## src/rtl/vga_pkg.sv

```systemverilog
// vga_pkg: default 640x480@60 timing, widths, sync polarity constants and the colour-bar helper.
package vga_pkg;
  localparam int H_DISPLAY_D = 640;
  localparam int H_FRONT_D = 16;
  localparam int H_SYNC_D = 96;
  localparam int H_BACK_D = 48;
  localparam int V_DISPLAY_D = 480;
  localparam int V_FRONT_D = 10;
  localparam int V_SYNC_D = 2;
  localparam int V_BACK_D = 33;
  localparam int CLK_DIV_D = 2;
  localparam int COLOR_W_D = 3;
  localparam int COUNT_W_D = 10;
  localparam logic SYNC_ACTIVE_LOW = 1'b0;
  localparam logic SYNC_ACTIVE_HIGH = 1'b1;
  // Bar index of x for bars w pixels wide: a chain of constant comparators, no divider.
  function automatic logic [2:0] bar_index(input int unsigned x, input int unsigned w);
    logic [2:0] b;
    b = 3'd0;
    for (int k = 1; k < 8; k++)
      if (x >= k * w) b = 3'(k);
    return b;
  endfunction
endpackage

```

## src/rtl/vga_axis_counter.sv

```systemverilog
// vga_axis_counter: one raster axis counter (sync, back porch, display, front porch) with region flags.
module vga_axis_counter
  import vga_pkg::*;
#(
  parameter int SYNC = H_SYNC_D,
  parameter int BACK = H_BACK_D,
  parameter int DISPLAY = H_DISPLAY_D,
  parameter int FRONT = H_FRONT_D,
  parameter int COUNT_W = COUNT_W_D
) (
  input  logic               clk,
  input  logic               rst,
  input  logic               i_advance,
  output logic [COUNT_W-1:0] o_count,
  output logic               o_in_sync,
  output logic               o_in_display,
  output logic               o_wrap
);
  localparam logic [COUNT_W-1:0] LAST = COUNT_W'(SYNC + BACK + DISPLAY + FRONT - 1);
  localparam logic [COUNT_W-1:0] SYNC_END = COUNT_W'(SYNC);
  localparam logic [COUNT_W-1:0] START = COUNT_W'(SYNC + BACK);
  localparam logic [COUNT_W-1:0] STOP = COUNT_W'(SYNC + BACK + DISPLAY);
  logic [COUNT_W-1:0] r_count;
  logic               r_in_sync;
  logic               r_in_display;
  logic [COUNT_W-1:0] w_next;
  assign w_next = r_count == LAST ? '0 : r_count + 1'b1;
  assign o_wrap = i_advance && r_count == LAST;
  assign o_count = r_count;
  assign o_in_sync = r_in_sync;
  assign o_in_display = r_in_display;
  // Flags are registered with the count so they always describe the value just loaded.
  always_ff @(posedge clk or negedge rst)
    if (!rst) begin
      r_count <= '0;
      r_in_sync <= SYNC > 0;
      r_in_display <= 1'b0;
    end else if (i_advance) begin
      r_count <= w_next;
      r_in_sync <= w_next < SYNC_END;
      r_in_display <= w_next >= START && w_next < STOP;
    end
endmodule

```

## src/rtl/vga_timing_gen.sv

```systemverilog
// vga_timing_gen: parametrised VGA raster timing with a one-pixel colour/sync pipeline.
// Define VGA_TEST_PATTERN_EN to add the testPattern input and an eight-bar colour generator.
module vga_timing_gen
  import vga_pkg::*;
#(
  parameter int H_DISPLAY = H_DISPLAY_D,
  parameter int H_FRONT = H_FRONT_D,
  parameter int H_SYNC = H_SYNC_D,
  parameter int H_BACK = H_BACK_D,
  parameter int V_DISPLAY = V_DISPLAY_D,
  parameter int V_FRONT = V_FRONT_D,
  parameter int V_SYNC = V_SYNC_D,
  parameter int V_BACK = V_BACK_D,
  parameter int CLK_DIV = CLK_DIV_D,
  parameter logic H_SYNC_POL = SYNC_ACTIVE_LOW,
  parameter logic V_SYNC_POL = SYNC_ACTIVE_LOW,
  parameter int COLOR_W = COLOR_W_D,
  parameter int COUNT_W = COUNT_W_D
) (
  input  logic               clk,
  input  logic               rst,
`ifdef VGA_TEST_PATTERN_EN
  input  logic               testPattern,
`endif
  input  logic [COLOR_W-1:0] pixelColor,
  output logic [COUNT_W-1:0] pixelX,
  output logic [COUNT_W-1:0] pixelY,
  output logic               display,
  output logic               pixelStrobe,
  output logic               frameStart,
  output logic [COLOR_W-1:0] color,
  output logic               hSync,
  output logic               vSync
);
  localparam int DIV_W = CLK_DIV > 1 ? $clog2(CLK_DIV) : 1;
  localparam logic [DIV_W-1:0] DIV_LAST = DIV_W'(CLK_DIV - 1);
  localparam logic [COUNT_W-1:0] H_START = COUNT_W'(H_SYNC + H_BACK);
  localparam logic [COUNT_W-1:0] V_START = COUNT_W'(V_SYNC + V_BACK);
  logic [DIV_W-1:0]   r_div;
  logic               r_strobe;
  logic               r_frame;
  logic [COLOR_W-1:0] r_color;
  logic               r_hs;
  logic               r_vs;
  logic               w_tick;
  logic [COUNT_W-1:0] w_hcount;
  logic [COUNT_W-1:0] w_vcount;
  logic               w_h_sync;
  logic               w_v_sync;
  logic               w_h_disp;
  logic               w_v_disp;
  logic               w_h_wrap;
  logic               w_v_wrap;
  logic [COLOR_W-1:0] w_color;
  assign w_tick = r_div == DIV_LAST;
  vga_axis_counter #(
    .SYNC(H_SYNC), .BACK(H_BACK), .DISPLAY(H_DISPLAY), .FRONT(H_FRONT), .COUNT_W(COUNT_W)
  ) u_h (
    .clk(clk), .rst(rst), .i_advance(w_tick), .o_count(w_hcount),
    .o_in_sync(w_h_sync), .o_in_display(w_h_disp), .o_wrap(w_h_wrap)
  );
  vga_axis_counter #(
    .SYNC(V_SYNC), .BACK(V_BACK), .DISPLAY(V_DISPLAY), .FRONT(V_FRONT), .COUNT_W(COUNT_W)
  ) u_v (
    .clk(clk), .rst(rst), .i_advance(w_h_wrap), .o_count(w_vcount),
    .o_in_sync(w_v_sync), .o_in_display(w_v_disp), .o_wrap(w_v_wrap)
  );
  assign display = w_h_disp && w_v_disp;
  assign pixelX = display ? w_hcount - H_START : '0;
  assign pixelY = display ? w_vcount - V_START : '0;
`ifdef VGA_TEST_PATTERN_EN
  logic [2:0] w_bar;
  assign w_bar = bar_index(32'(pixelX), H_DISPLAY / 8);
  assign w_color = !display ? '0 : testPattern ? COLOR_W'(w_bar) : pixelColor;
`else
  assign w_color = display ? pixelColor : '0;
`endif
  assign pixelStrobe = r_strobe;
  assign frameStart = r_frame;
  assign color = r_color;
  assign hSync = r_hs;
  assign vSync = r_vs;
  // Stage 1 samples the stage-0 flags before they advance, delaying sync to line up with colour.
  always_ff @(posedge clk or negedge rst)
    if (!rst) begin
      r_div <= '0;
      r_strobe <= 1'b0;
      r_frame <= 1'b0;
      r_color <= '0;
      r_hs <= ~H_SYNC_POL;
      r_vs <= ~V_SYNC_POL;
    end else begin
      r_div <= w_tick ? '0 : r_div + 1'b1;
      r_strobe <= w_tick;
      r_frame <= w_v_wrap;
      if (w_tick) begin
        r_color <= w_color;
        r_hs <= w_h_sync ? H_SYNC_POL : ~H_SYNC_POL;
        r_vs <= w_v_sync ? V_SYNC_POL : ~V_SYNC_POL;
      end
    end
endmodule

```

## config.mk

```make
export PLATFORM = sky130hd
export DESIGN_NAME = vga_timing_gen
export DESIGN_NICKNAME = d
export VERILOG_FILES = /design/src/rtl/vga_pkg.sv /design/src/rtl/vga_axis_counter.sv /design/src/rtl/vga_timing_gen.sv
export SDC_FILE = /design/constraint.sdc
export NUM_CORES = 1
export LEC_CHECK = 0
export CAP_MARGIN = 25
export CORE_MARGIN = 4
export CORE_UTILIZATION = 45
export DETAILED_ROUTE_END_ITERATION = 10
export PLACE_DENSITY = 0.69
export SLEW_MARGIN = 20
export SYNTH_ARGS = -nofsm -noshare
export SYNTH_HDL_FRONTEND = slang
export SYNTH_SLANG_ARGS = --single-unit
```

## constraint.sdc

```tcl
create_clock -name clk -period 4.85 [get_ports clk]
set_input_delay 1.455 -clock clk [delete_from_list [all_inputs] [get_ports clk]]
set_output_delay 1.455 -clock clk [all_outputs]
set_load 0.02 [all_outputs]
```

==> metrics.txt <==
worst skew pair latency ~0.29 ns; combinational group share of total power between 1.5 and 2%; Total Neg Setup Slack 0 ns; result of the run completed; internal power component 0.384 mW; final design utilization 56.8%; slowest library cell on the worst path sky130_fd_sc_hd__clkdlybuf4s50_1; # DRC 0; kind of cell adding the most delay to the critical path buffers and inverters; Die Y-Extent a little under 80 um; count of instances resized after the clock tree is built 0; post-synth top area cell sky130_fd_sc_hd__dfrtp_1; Buf/Inv on CP 1; deepest level of the CTS H-tree 2; initial antenna violation count 0; number of nets in the layout 294; cells taking the most area after synthesis sky130_fd_sc_hd__dfrtp_1, sky130_fd_sc_hd__nor2_1, sky130_fd_sc_hd__dfstp_2; row count 24; share of the cycle needed by the critical path after routing 84.4%; Port Buffer Count 32; critical path required time 3.39 ns; max frequency 244 MHz; max-capacitance violation count 0; path type of the worst setup path reg -> out; Avg Inst Size Synth 8.16 um2; uppermost metal layer occupied by signal nets met4; net switching power 0.110 mW; pwr dens 194 nW/um2; Routed WL 4820 um; met2 routed WL 1900 um; Cells after Synth roughly 260; relative area change from synthesis to final layout 18.3%; via density per instance around 5.6; worst slew pin tran approximately 0.68 ns; cell chain of the critical path ha_1 -> o41ai_1 -> nand2_1 -> xor2_1 -> nor2_1 -> clkdlybuf4s50_1; starting utilization of the core area 48.0%; setup repair after global routing missed its margin no; area of the die 5940 um2; kind of capture point of the worst setup path output pin; Pre-antenna DRT Iters 4; RD Place Congestion 0.888; top cell type's share of synthesized area 32.6%; antenna diode count 0; net count after synthesis 276; top cell types by occurrence after synthesis sky130_fd_sc_hd__nor2_1, sky130_fd_sc_hd__dfrtp_1, sky130_fd_sc_hd__nand2_1; HPWL after detailed placement 3410 um; vias in the first global route 1661; clock period minus final worst setup slack 4.09 ns; Cells after DPL roughly 330; CTS Sinks 32; leading cell type by number of instances after synthesis sky130_fd_sc_hd__nor2_1; total of flip-flops plus latches after synthesis 32; leading register cell type out of synthesis sky130_fd_sc_hd__dfrtp_1; core region area 4470 um2; post-synth design cell area approximately 2100 um2; min-delay worst type reg -> reg; max-slew headroom at the worst pin a little over half; leak pwr 1.07 nW; asr flop ratio synth 100%; final instance count without filler cells 334; data arrival time of the worst path 2.64 ns; sequential fraction of design power a little over half; CTS tree done; number of flops mapped to enable cells by yosys 0; Clk network pwr share 44.0%; count of yosys warnings during synthesis 0; maximum number of pins on one net before global-route repair 33; CP max FO 7; count of boundary I/O pins 33; via count about 1.9k; maximum count of clock buffers along a single path 2; switching portion of total power 22.2%; worst clock skew 0.00535 ns; category of the worst setup path launch point flop; first-pass GRT wire length 8090 um; largest stage delay on the critical path 0.62 ns; number of post-CTS setup repair buffers 0; Met3 Routed Length approximately 270 um; Die W 77.1 um; routed length on met1 2570 um; total of endpoints with negative setup slack in the final report 0; initial detailed-routing violation count 160; worst ir drop on vdd 0.000135 V; post-route antenna net violation count 0; sequential area share after synthesis a little under two fifths; final number of hold-violating endpoints 0; clock buffers created by TritonCTS 5; Wirelength per Cell 14.4 um; overall routing resource usage around 17%; number of distinct library cells after synthesis between 40 and 50; hold buffers post-CTS 0; Clk pin slew, worst setup/hold paths approximately 0.070 ns; final global-route overflow total 0; root buffer cell sky130_fd_sc_hd__clkbuf_8; final count of pins violating max slew 0; fraction of final layout cells sized beyond drive strength 1 under 10%
-- logic make-up after synthesis --
logic type	after synthesis	share of synthesized area (%)
adder cells (fa/ha/maj)	8	4.66
AND/OR/NAND/NOR	117	27.4
XOR/XNOR	16	6.53
flip-flops	32	37.5
AO/OA/AOI/OAI	52	15.2
multiplexers	5	2.45
buffers and inverters	33	6.24
-- power by group through the flow --
stage	logic (mW)	clock network, mW	registers [mW]
detailed placement	0.00983	0	0.272
CTS	0.00997	0.227	0.267
finish	0.00922	0.217	0.267
global placement	0.00989	0	0.272
global route	0.0109	0.240	0.267
floorplan	0.000540	0	0.272
-- per-stage QoR --
step / hold slack [ns] / power (mW) / area [um2] / setup slack [ns]
floorplan: 0.352 / 0.273 / 2150 / 1.64
global placement: 0.470 / 0.282 / 2450 / 1.15
detailed placement: 0.477 / 0.282 / 2450 / 1.09
CTS: 0.490 / 0.504 / 2540 / 0.760
global route: 0.504 / 0.517 / 2540 / 0.606
finish: 0.485 / 0.493 / 2540 / 0.756
-- sequential cells by signal, indices dropped and copies added (netlist names) --
register and count:
u_h.o_count 10, u_v.o_count 10, color 3, frameStart 1, hSync 1, pixelStrobe 1, r_div 1, u_h.o_in_display 1
u_h.o_in_sync 1, u_v.o_in_display 1, u_v.o_in_sync 1, vSync 1
-- final timing paths --
kind | cells after the start | slack [ns] | from | endpoint
min in group asynchronous | 2 | 1.56 | rst | u_h.o_count[5]
worst min-delay path | 2 | 0.49 | hSync | hSync
worst min register to register | 2 | 0.49 | hSync | hSync
worst max register to register | 6 | 2.65 | u_v.o_count[0] | u_v.o_in_display
worst max-delay path | 6 | 0.76 | u_v.o_count[0] | pixelY[8]
max in group asynchronous | 2 | 2.96 | rst | vSync
-- placed cells by master (no fill, tap or decap), types with 4 or more instances in the layout --
cell type	Yosys	routed
sky130_fd_sc_hd__a21oi_1	10	10
sky130_fd_sc_hd__and2_1	4	4
sky130_fd_sc_hd__and3_1	8	8
sky130_fd_sc_hd__clkbuf_8	0	6
sky130_fd_sc_hd__clkdlybuf4s50_1	0	32
sky130_fd_sc_hd__dfrtp_1	28	28
sky130_fd_sc_hd__dfstp_2	4	4
sky130_fd_sc_hd__ha_1	8	8
sky130_fd_sc_hd__inv_1	11	11
sky130_fd_sc_hd__nand2_1	28	28
sky130_fd_sc_hd__nand2b_1	4	4
sky130_fd_sc_hd__nand3_1	5	5
sky130_fd_sc_hd__nand4_1	9	9
sky130_fd_sc_hd__nor2_1	32	32
sky130_fd_sc_hd__nor3_1	7	7
sky130_fd_sc_hd__nor4_1	4	4
sky130_fd_sc_hd__o21ai_0	19	19
sky130_fd_sc_hd__o2bb2ai_1	4	4
sky130_fd_sc_hd__o31ai_1	4	4
sky130_fd_sc_hd__xnor2_1	11	11
sky130_fd_sc_hd__xor2_1	5	5
-- area by class of cell --
type	count	area [um2]
clock buffer	6	82.6
clock inverter	2	10.0
fill	432	1930
inverter	11	41.3
multi-input combinational	198	1210
sequential	32	806
tap	52	65.1
timing repair buffer	33	328
-- routing by layer --
| layer | track usage [%] | up-vias |
|---|---|---|
| met2 | 22.7 | 56 |
| met3 | 4.10 | 7 |
| li1 | - | 945 |
| met4 | 5.87 | 0 |
| met1 | 25.4 | 872 |
| met5 | 0 | - |
-- worst register-to-register path: stages (launching register included) --
cell and delay, ns:
sky130_fd_sc_hd__dfrtp_1 0.45, sky130_fd_sc_hd__ha_1 0.30, sky130_fd_sc_hd__nand3_1 0.18, sky130_fd_sc_hd__nor2_1 0.24
sky130_fd_sc_hd__a31oi_1 0.19, sky130_fd_sc_hd__or4_1 0.55, sky130_fd_sc_hd__a31oi_1 0.20
Note: power is estimated with default switching activity, not from simulation.
